===== config.mk =====
export PLATFORM = sky130hd
export DESIGN_NAME = btn_tick_gen
export DESIGN_NICKNAME = d
export VERILOG_FILES = /design/src/rtl/btn_tick_gen.sv
export SDC_FILE = /design/constraint.sdc
export NUM_CORES = 1
export LEC_CHECK = 0
export CAP_MARGIN = 30
export CORE_MARGIN = 1.5
export CORE_UTILIZATION = 55
export DETAILED_ROUTE_END_ITERATION = 8
export GPL_TIMING_DRIVEN = 0
export PLACE_DENSITY = 0.73
export SYNTH_ARGS = -nofsm -noshare
export SYNTH_HDL_FRONTEND = slang
export SYNTH_SLANG_ARGS = --single-unit

===== constraint.sdc =====
create_clock -name clk -period 2.5 [get_ports clk]
set_input_delay 0.5 -clock clk [delete_from_list [all_inputs] [get_ports clk]]
set_output_delay 0.5 -clock clk [all_outputs]
set_load 0.005 [all_outputs]

===== src/rtl/btn_tick_gen.sv =====
// btn_tick_gen: conditions two raw push-buttons into single-cycle step pulses.
//
// Each button is passed through a 2-flop synchroniser, debounced by a small
// per-channel FSM, and turned into tick requests with hold-to-repeat. A
// shared arbiter guarantees tick_r and tick_l never fire in the same cycle.
//
// Ports:
//   clk     in   system clock
//   rst     in   synchronous active-high reset
//   btn_r   in   raw right button (asynchronous, active-high)
//   btn_l   in   raw left button (asynchronous, active-high)
//   tick_r  out  one-cycle pulse, step right
//   tick_l  out  one-cycle pulse, step left
//   held_r  out  right channel in HELD / REPEAT / RELEASE_WAIT
//   held_l  out  left channel in HELD / REPEAT / RELEASE_WAIT

// One button channel: synchroniser + debounce/repeat FSM.
// req is a combinational one-cycle request; held decodes the state register.
module btn_tick_chan #(
    parameter int DEBOUNCE_CYCLES = 1_000_000,
    parameter int REPEAT_DELAY    = 50_000_000,
    parameter int REPEAT_RATE     = 10_000_000,
    parameter int REPEAT_EN       = 1,
    parameter int CW              = 27
) (
    input  logic clk,
    input  logic rst,
    input  logic btn,
    output logic req,
    output logic held
);
    typedef enum logic [2:0] {
        IDLE,
        PRESS_WAIT,
        HELD,
        REPEAT,
        RELEASE_WAIT
    } state_t;

    // Terminal counts: the counter reaching N means N qualifying cycles seen.
    localparam logic [CW-1:0] DEB_LAST = CW'(DEBOUNCE_CYCLES - 1);
    localparam logic [CW-1:0] DLY_LAST = CW'(REPEAT_DELAY - 1);
    localparam logic [CW-1:0] RATE_LAST = CW'(REPEAT_RATE - 1);
    localparam logic [CW-1:0] ONE = CW'(1);

    logic [1:0]    sync;
    logic          s;
    state_t        state, state_nx;
    logic [CW-1:0] cnt, cnt_nx;

    assign s = sync[1];

    always_ff @(posedge clk) begin
        if (rst) begin
            sync  <= 2'b00;
            state <= IDLE;
            cnt   <= '0;
        end else begin
            sync  <= {sync[0], btn};
            state <= state_nx;
            cnt   <= cnt_nx;
        end
    end

    always_comb begin
        state_nx = state;
        cnt_nx   = cnt;
        req      = 1'b0;
        case (state)
            IDLE: begin
                if (s) begin
                    cnt_nx   = '0;
                    state_nx = PRESS_WAIT;
                end
            end
            PRESS_WAIT: begin
                if (!s) begin
                    cnt_nx   = '0;
                    state_nx = IDLE;
                end else if (cnt == DEB_LAST) begin
                    req      = 1'b1;
                    cnt_nx   = '0;
                    state_nx = HELD;
                end else begin
                    cnt_nx = cnt + ONE;
                end
            end
            HELD: begin
                if (!s) begin
                    cnt_nx   = '0;
                    state_nx = RELEASE_WAIT;
                end else if (REPEAT_EN != 0) begin
                    if (cnt == DLY_LAST) begin
                        req      = 1'b1;
                        cnt_nx   = '0;
                        state_nx = REPEAT;
                    end else begin
                        cnt_nx = cnt + ONE;
                    end
                end
                // with repeat disabled the counter stays frozen while held
            end
            REPEAT: begin
                if (!s) begin
                    cnt_nx   = '0;
                    state_nx = RELEASE_WAIT;
                end else if (cnt == RATE_LAST) begin
                    req    = 1'b1;
                    cnt_nx = '0;
                end else begin
                    cnt_nx = cnt + ONE;
                end
            end
            RELEASE_WAIT: begin
                if (s) begin
                    // bounce on release: back to HELD, repeat delay restarts
                    cnt_nx   = '0;
                    state_nx = HELD;
                end else if (cnt == DEB_LAST) begin
                    cnt_nx   = '0;
                    state_nx = IDLE;
                end else begin
                    cnt_nx = cnt + ONE;
                end
            end
            default: begin
                cnt_nx   = '0;
                state_nx = IDLE;
            end
        endcase
    end

    assign held = (state == HELD) || (state == REPEAT) || (state == RELEASE_WAIT);
endmodule

module btn_tick_gen #(
    parameter int DEBOUNCE_CYCLES = 1_000_000,
    parameter int REPEAT_DELAY    = 50_000_000,
    parameter int REPEAT_RATE     = 10_000_000,
    parameter int REPEAT_EN       = 1
) (
    input  logic clk,
    input  logic rst,
    input  logic btn_r,
    input  logic btn_l,
    output logic tick_r,
    output logic tick_l,
    output logic held_r,
    output logic held_l
);
    localparam int MAX_AB = (DEBOUNCE_CYCLES > REPEAT_DELAY) ? DEBOUNCE_CYCLES : REPEAT_DELAY;
    localparam int MAX_P  = (MAX_AB > REPEAT_RATE) ? MAX_AB : REPEAT_RATE;
    localparam int CW     = $clog2(MAX_P) + 1;

    // channel 0 = right, channel 1 = left
    logic [1:0] btn_v, req, held;
    logic       pend_r, pend_l;

    assign btn_v = {btn_l, btn_r};

    for (genvar i = 0; i < 2; i++) begin : g_chan
        btn_tick_chan #(
            .DEBOUNCE_CYCLES(DEBOUNCE_CYCLES),
            .REPEAT_DELAY   (REPEAT_DELAY),
            .REPEAT_RATE    (REPEAT_RATE),
            .REPEAT_EN      (REPEAT_EN),
            .CW             (CW)
        ) u_chan (
            .clk (clk),
            .rst (rst),
            .btn (btn_v[i]),
            .req (req[i]),
            .held(held[i])
        );
    end

    assign held_r = held[0];
    assign held_l = held[1];

    // One tick slot per cycle. A pending tick always wins over a fresh
    // request; a fresh request of the same side merges into the pending one.
    always_ff @(posedge clk) begin
        if (rst) begin
            tick_r <= 1'b0;
            tick_l <= 1'b0;
            pend_r <= 1'b0;
            pend_l <= 1'b0;
        end else if (pend_l) begin
            tick_l <= 1'b1;
            tick_r <= 1'b0;
            pend_l <= 1'b0;
            pend_r <= req[0];
        end else if (pend_r) begin
            tick_r <= 1'b1;
            tick_l <= 1'b0;
            pend_r <= 1'b0;
            pend_l <= req[1];
        end else begin
            tick_r <= req[0];
            tick_l <= req[1] & ~req[0];
            pend_r <= 1'b0;
            pend_l <= req[1] & req[0];
        end
    end
endmodule


==> results.toml <==
[worst_setup_path]
start_kind = "flip-flop"
crit_chain = "or4_4, or4_4, nor3_4, a211o_2, a21o_1, buf_6, buf_8, nor3_2, a21o_1"
crit_type = "flip-flop to flip-flop"
r2r_slack_ps = -100
critPathBufInv = 2
r2r_start = "g_chan[1].u_chan.cnt[26]"
critical_path_required_ps = 2750
cp_top_family = "simple AND/OR/NAND/NOR gates"
crit_path_top_delay_cell = "or4_4"
crit_arrival_ps = 2850
cpPeakStageDelay_ps = 530
setup.worst_path.end_class = "flip-flop"
reg2reg_to = "g_chan[1].u_chan.cnt[6]"
r2r_cells = 9
crit_fanout = 5

[floorplanning]
fp.dieH_um = 83.3
num_io_pins = 8
dieArea_sq_mm = 0.00693
rows = 29
fp.coreArea_sq_mm = 0.00628
start_util_pct = 56.4
die_x_um = 83.3

[clock_tree]
cts-hold-fix-buffers = 0
clk-insertion-delay-late_ps = 360
cts_tree = "built"
root_buffer = "clkbuf_8"
path_clk_slew_ps = 80
cts.sinks = 68
cts_buffers = 9
htree_levels = 3
clockBufferDepth = 2

[yosys]
synthTopCellsByArea = "dfxtp_1 38%, nand3_1 5.2%, nand2_1 5.1%"
synth_edf_count = 0
syn-cell-area_sq_mm = 0.00354
syn_avg_cell_area_sq_um = 8.12
synth_top_family_by_area = "simple AND/OR/NAND/NOR gates"
ys_seq_area_share_pct = 38.4
synth_flop_cell = "dfxtp_1"
yosysMostFrequentCell = "dfxtp_1"
synthAdderAreaFrac_pct = 0.706
synth_top_area_share_pct = 38.4
synthMuxAreaShare_pct = 1.17
synthArstFlopShare_pct = 0
yosys-top-cells-count = "68 x dfxtp_1, 48 x nand2_1, 47 x nor2_1"
synth_warnings = 0
synth-compound-area-share_pct = 14.5
ys_seq_elements = 68
synthCells = 436
synth-simple-area-share_pct = 35.0
synth_largest_area_cell = "dfxtp_1"
yosysUniqueCellTypes = 62
syn-num-nets = 442
synthXorXnorAreaFrac_pct = 5.69

[grt]
grt_usage_pct = 26.2
grt_pass1_vias = 3027
grt-ovfl-total = 0
use_met2_pct = 38.7
grt_max_degree = 12
grtUsageMet3_pct = 6.26
use_met1_pct = 37.5
grt_pass1_wl_um = 14600
antenna_found_initial = 0
top_usage_layer = "met2"

[worst_hold_path]
holdPathEnd = "g_chan[1].u_chan.sync[1]"
hp-start = "g_chan[1].u_chan.sync[0]"
hold_path_class = "flip-flop to flip-flop"
holdPathStages = 1

[power_and_ir_drop]
p_leak_uw = 0.00157
ir_worst_vdd_uv = 312
totalPowerFinal_uw = 2060
power_density_mw_per_mm2 = 467

[timing]
setup-violations-final = 21
hold_slack_ps = 455
layout_setup_ws_ps = -100
fin_crit_sh_pct = 104
worst_pin_slew_ps = 741
period_minus_slack_ps = 2600
max_freq_mhz = 385
relSlewSlack_pct = 50.2
slew_viol_final = 0
tns_ps = -999
clock_skew_ps = 11.1
hold_viol = 0
rsz0062_at_grt = "true"

[placement]
port_buffers = 7
placed_cell_area_sq_mm = 0.00371
hpwl_um = 5580
gp_congestion = 0.864
placedCellCount = 520

[routing]
wl_um = 9270
first_pass_iters = 5
routedWlPerCell_um = 16.6
vias = 3486
ant_nets = 0
drc = 0
viasPerCell = 6.25
drtIter0Drc = 304

[run]
drv_cap = 0

[outcome]
status = "finished, violations left"
violations = "negative setup slack"

[layout]
area.growth.synth_to_final_pct = 24.7
layout-drive-gt1-share_pct = 22.2
diodes = 0
stdcell_count = 558
design_area_sq_mm = 0.00442
fill_cells = 486
final_nets = 483
area by class of cell:
cell class	instances	area, sq um	share of cell area [%]
clock buffers	10	138	3.12
multi-input cells	334	2280	51.7
well taps	77	96.3	2.18
plain buffers	17	109	2.47
clock inverters	5	52.6	1.19
flip-flops and latches	68	1380	31.3
inverters	15	56.3	1.28
repair buffers	32	300	6.80
logic make-up (layout without fill, tap and decap cells):
logic type,after synthesis,after routing
AND/OR/NAND/NOR,230,230
AO/OA/AOI/OAI,74,75
flip-flops,68,68
buffers and inverters,35,79
XOR/XNOR,23,23
multiplexers,4,4
adder cells (fa/ha/maj),2,2
metal layers:
layer / up-vias / part of all wire, %
met4: 0 / 1.7
li1: 1662 / -
met3: 23 / 8.4
met5: - / 0
met1: 1654 / 45
met2: 147 / 44
metrics by stage:
stage	util (%)	setup slack [ps]
6_report	70.3	-100
3_3_place_gp	59.1	-289
5_1_grt	70.3	-159
3_5_place_dp	59.1	-340
2_1_floorplan	-	84.5
4_1_cts	66.3	-50.7
layout by cell type (no fill, tap or decap), types with 7 or more instances in the layout:
master           instances
dfxtp_1                 58
nand2_1                 47
nor2_1                  45
nand3_1                 31
buf_4                   19
inv_1                   15
nor3_1                  13
xor2_1                  13
and3_1                  12
clkbuf_1                11
o21ai_0                 11
buf_6                   10
nand4_1                 10
xnor2_1                 10
clkbuf_8                10
a21oi_1                  9
a21o_1                   8
and2_1                   7
dfxtp_2                  7
clkdlybuf4s50_1          7
power breakdown:
| part | switching (uW) | leakage, uW | internal (uW) | total, uW |
|---|---|---|---|---|
| sequential | 3.26 | 0.000554 | 1080 | 1090 |
| clock | 428 | 0.0000979 | 477 | 904 |
| combinational | 45.2 | 0.000920 | 25.9 | 71.1 |
| total | 476 | 0.00157 | 1590 | 2060 |
repair_timing:
action / CTS / global route
setup endpoints to repair: 46 / 48
cloned: 5 / 0
buffers inserted: 12 / 10
gates resized for setup: 40 / 49
pin swaps: 11 / 20
state kept, by name, indices dropped and copies added (netlist names):
name / count
g_chan.u_chan.sync: 4
tick_l: 1
tick_r: 1
pend_l: 1
pend_r: 1
g_chan.u_chan.cnt: 54
g_chan.u_chan.state: 6
worst register-to-register path: stages (launching register included):
cell and delay [ps]:
dfxtp_2 330, or4_4 530, or4_4 530, nor3_4 250, a211o_2 170, a21o_1 180
buf_6 170, buf_8 140, nor3_2 40, a21o_1 160
worst max path at each step:
stage / start / endpoint / slack, ps / cells after the start
detailed placement: g_chan[0].u_chan.cnt[11] / g_chan[0].u_chan.cnt[25] / -340 / 10
global placement: g_chan[0].u_chan.cnt[11] / g_chan[0].u_chan.cnt[20] / -290 / 10
CTS: g_chan[1].u_chan.cnt[12] / g_chan[1].u_chan.cnt[6] / -50 / 9
floorplan: g_chan[1].u_chan.cnt[7] / g_chan[1].u_chan.cnt[21] / 80 / 9
finish: g_chan[1].u_chan.cnt[26] / g_chan[1].u_chan.cnt[6] / -100 / 9
global route: g_chan[1].u_chan.cnt[26] / g_chan[1].u_chan.cnt[13] / -160 / 9
No activity file was read; power rests on OpenSTA's default activity.
==> patch 1 (config.mk and constraints unchanged) <==
`REPEAT_RATE` is set to 10_000_000 in 2 places; all go to 5_000_000.
--- a/src/rtl/btn_tick_gen.sv
+++ b/src/rtl/btn_tick_gen.sv
@@ -19,7 +19,7 @@
 module btn_tick_chan #(
     parameter int DEBOUNCE_CYCLES = 1_000_000,
     parameter int REPEAT_DELAY    = 50_000_000,
-    parameter int REPEAT_RATE     = 10_000_000,
+    parameter int REPEAT_RATE     = 5_000_000,
     parameter int REPEAT_EN       = 1,
     parameter int CW              = 27
 ) (
@@ -136,7 +136,7 @@
 module btn_tick_gen #(
     parameter int DEBOUNCE_CYCLES = 1_000_000,
     parameter int REPEAT_DELAY    = 50_000_000,
-    parameter int REPEAT_RATE     = 10_000_000,
+    parameter int REPEAT_RATE     = 5_000_000,
     parameter int REPEAT_EN       = 1
 ) (
     input  logic clk,
Function: same outputs for any inputs over 4 cycles, from zero or initial values and one cycle with rst high; that may be too few to reach the edited logic, so the function may still have changed.
==> patch 1 against the unedited design <==
The flow still finishes with violations (negative setup slack); count of clock-buffer cells in the layout is the same; total power shrank 3.1%; routed wire length up 7.1%; area after synthesis increased by 11%; worst setup slack better by 58 ps; final area rose by 3.6%; fmax increased by 2.3%; critical endpoint is now g_chan[1].u_chan.cnt[7]; largest power group unchanged; clock power down 8.4%; sequential cell count did not move; sequential power is essentially flat.
==> patch 1: results (changes against the unedited design) <==
Cell variety after synth 63 (+1.6%); dpl cell area 0.00414 mm2 (+12%); met2 WL 4780 um (+16%); PortBufs 7 (unchanged); P_leak 1.56 nW (-0.71%); number of global-route vias before repair 3583 (+18%); register area share after synthesis 34.6% (-3.8 points); first-pass GRT wire length 16500 um (+13%); syn nets 499 (+13%); vias per std cell 6.10 (-2.3%); run status finished with violations; hpwl dp 6670 um (+19%); GR Util met2 45.8% (+7.1 points); Fillers 589 (+21%); drt initial violations 230 (-24%); setup slack after placement -330 ps (+10.7 ps); Crit path max-delay family simple AND/OR/NAND/NOR gates; worst hold-check path type reg2reg; Commonest cells post-synth dfxtp_1, nand2_1, nor2_1, nand3_1, clkbuf_1; met3 GRT Util 6.97% (+0.71 points); combinational power 0.0792 mW (+11%); DRT Pass-1 Iters 8 (+3); placement row count 30 (+3.4%); final setup margin -42.1 ps (+58.0 ps); metal3 WL 569 um (-27%); peak supply drop 240 uV (-23%); Clock net power 0.828 mW (-8.4%); actual slew at the worst max-slew pin 927 ps (+186 ps); failing checks negative setup slack; nets@finish 531 (+9.9%); share of cells above drive strength 1 13.4% (-8.8 points); arrival time at the worst endpoint 2770 ps (-80 ps); leading post-synthesis cells by cell area dfxtp_1, nand2_1, nor2_1; largest net degree at the start of global routing 13 (+1); crit-path max cell delay 550 ps (+20 ps); endpoints failing setup 20 (-4.8%); GRT Util Overall 27.3% (+1.1 points); clock skew 8.33 ps (-2.76 ps); WL met1 4220 um (+0.24%)
## patch 1: path summary, 6_finish.rpt
check                            from                        to  slack (ps)  cells after the start
max          g_chan[1].u_chan.cnt[10]   g_chan[1].u_chan.cnt[7]         -40                      8
min          g_chan[0].u_chan.sync[0]  g_chan[0].u_chan.sync[1]         440                      1
max reg2reg  g_chan[1].u_chan.cnt[10]   g_chan[1].u_chan.cnt[7]         -40                      8
min reg2reg  g_chan[0].u_chan.sync[0]  g_chan[0].u_chan.sync[1]         440                      1
## patch 1: final cells by class
type	instances	area [um2]	area share, %
plain buffers	29	175	3.83
multi-input cells	388	2510	54.9
clock buffers	10	138	3.01
well taps	96	120	2.63
flip-flops and latches	68	1370	29.9
repair buffers	22	199	4.35
clock inverters	6	40.0	0.875
inverters	7	26.3	0.574
## patch 1: cells by family (layout without fill, tap and decap cells)
logic type | count (synthesis) | in the layout | synth area share, %
adder cells (fa/ha/maj) | 2 | 2 | 0.636
AO/OA/AOI/OAI | 89 | 89 | 17.6
flip-flops | 68 | 68 | 34.6
buffers and inverters | 37 | 74 | 4.39
multiplexers | 1 | 1 | 0.254
XOR/XNOR | 28 | 28 | 6.23
AND/OR/NAND/NOR | 268 | 268 | 36.3
## patch 1: metrics by stage
stage | TNS (ps) | instances | hold slack [ps]
after global placement | -11140 | 596 | 416
after CTS | -23.5 | 614 | 447
final | -443 | 626 | 442
after global routing | -2430 | 626 | 469
after detailed placement | -12110 | 598 | 429
after floorplan | 0 | 493 | 414
## patch 1: what timing repair did
item | in CTS | in global routing
gates resized for setup | 15 | 30
pin swaps | 2 | 3
setup buffers | 1 | 10
gates cloned | 0 | 2
endpoints found under the hold margin | 0 | 0
setup endpoints to repair | 47 | 48
==> patch 2 (same settings) <==
Made on the original files. Encoding of `state_t`: now Gray code (3 bits for 5 states).
--- a/src/rtl/btn_tick_gen.sv
+++ b/src/rtl/btn_tick_gen.sv
@@ -30,11 +30,11 @@
     output logic held
 );
     typedef enum logic [2:0] {
-        IDLE,
-        PRESS_WAIT,
-        HELD,
-        REPEAT,
-        RELEASE_WAIT
+        IDLE         = 3'b000,
+        PRESS_WAIT   = 3'b001,
+        HELD         = 3'b011,
+        REPEAT       = 3'b010,
+        RELEASE_WAIT = 3'b110
     } state_t;
 
     // Terminal counts: the counter reaching N means N qualifying cycles seen.
Function: no difference found for any inputs over 4 cycles, from zero or initial values and one cycle with rst high; so few cycles prove little.
==> patch 2 against the unedited design <==
Hold slack got worse by 12 ps; worst setup slack improved by 200 ps; highest routed layer unchanged; sequential power about the same; first-iteration DRC count decreased by 17%; sequential cell count unchanged; final area decreased by 3.0%; largest power group unchanged; global-route usage increased by 1.9 points; area after synthesis increased by 7.2%; total power decreased by 2.0%; routed wire length increased by 8.7%.
==> patch 2: results (changes against the unedited design) <==
run status complete, no violations; R2R setup slack 90 ps (+200 ps); Util after Layout 63.7% (-6.6 points); nets@finish 517 (+7.0%); setup slack after placement -82.4 ps (+258 ps); routing usage on met1 33.5% (-4.0 points); Commonest cells post-synth dfxtp_1, nand2_1, nand3_1, nor2_1, a21oi_1; PortBufs 6 (-1); #MultiIn Comb 388 (+16%); switching power share of the total 25.7% (+2.6 points); metal3 WL 608 um (-22%); R2R depth 8 (-1); peak supply drop 289 uV (-7.6%); Final clock-cell share 3.97% (-0.33 points); Final Critical Period 2410 ps (-195 ps); total power 2.02 mW (-2.0%); NonClk Buf Share 4.88% (-4.4 points); Cell variety after synth 56 (-9.7%); RR Startpoint g_chan[1].u_chan.cnt[12]; Fin Hold WS 443 ps (-12.0 ps); GRT Util Overall 28.1% (+1.9 points); multi-input gate share of total cell area 56.0% (+4.3 points); drt initial violations 251 (-17%); Clk pwr share 41.0% (-2.9 points); met3 GRT Util 6.45% (+0.19 points); number of non-clock inverters 10 (-5); crit-path max cell delay 560 ps (+30 ps); Placer Congestion 0.937 (+8.4%); GR Util met2 47.0% (+8.4 points); arrival time at the worst endpoint 2660 ps (-190 ps); Core Region 0.00672 mm2 (+7.0%); final cell count without fillers 596 (+6.8%); clkbuf count 12 (+2); worst setup path endpoint g_chan[1].u_chan.cnt[24]; Endpoint, Worst Hold tick_r; hpwl dp 7060 um (+26%); P_leak 1.35 nW (-14%); dpl cell area 0.00396 mm2 (+6.7%); crit-path max FO 10 (+5); vias per std cell 6.54 (+4.6%); Post-Synthesis Cells 496 (+14%); Flop pwr share 54.0% (+1.3 points); register area share after synthesis 35.8% (-2.6 points); Signal buffers 34 (-31%); clock skew 5.64 ps (-5.45 ps); leading post-synthesis cells by cell area dfxtp_1, nand3_1, nand2_1; Top Layer Used met4
-- patch 2: cell count changes after synthesis, sizes merged, moves of 8 or more --
| cell | change |
|---|---|
| o311ai | +14 |
| xor2 | -9 |
| xnor2 | -8 |
| nor2 | -18 |
| nand2 | +19 |
| nand4 | +10 |
| nand3 | +22 |
-- patch 2: cells by family (layout without fill, tap and decap cells) --
| kind of cell | Yosys count | in the layout | share of synthesized area, % |
|---|---|---|---|
| flip-flops | 68 | 68 | 35.8 |
| buffers and inverters | 40 | 60 | 4.45 |
| XOR/XNOR | 6 | 6 | 1.38 |
| multiplexers | 1 | 1 | 0.264 |
| AO/OA/AOI/OAI | 98 | 98 | 17.4 |
| adder cells (fa/ha/maj) | 2 | 2 | 0.659 |
| AND/OR/NAND/NOR | 281 | 281 | 40.0 |
-- patch 2: repair_timing --
item | CTS | global route
hold endpoints to repair | 0 | 0
endpoints found under the setup margin | 30 | 47
pin swaps | 0 | 6
resized for setup | 7 | 30
buffers inserted | 0 | 2
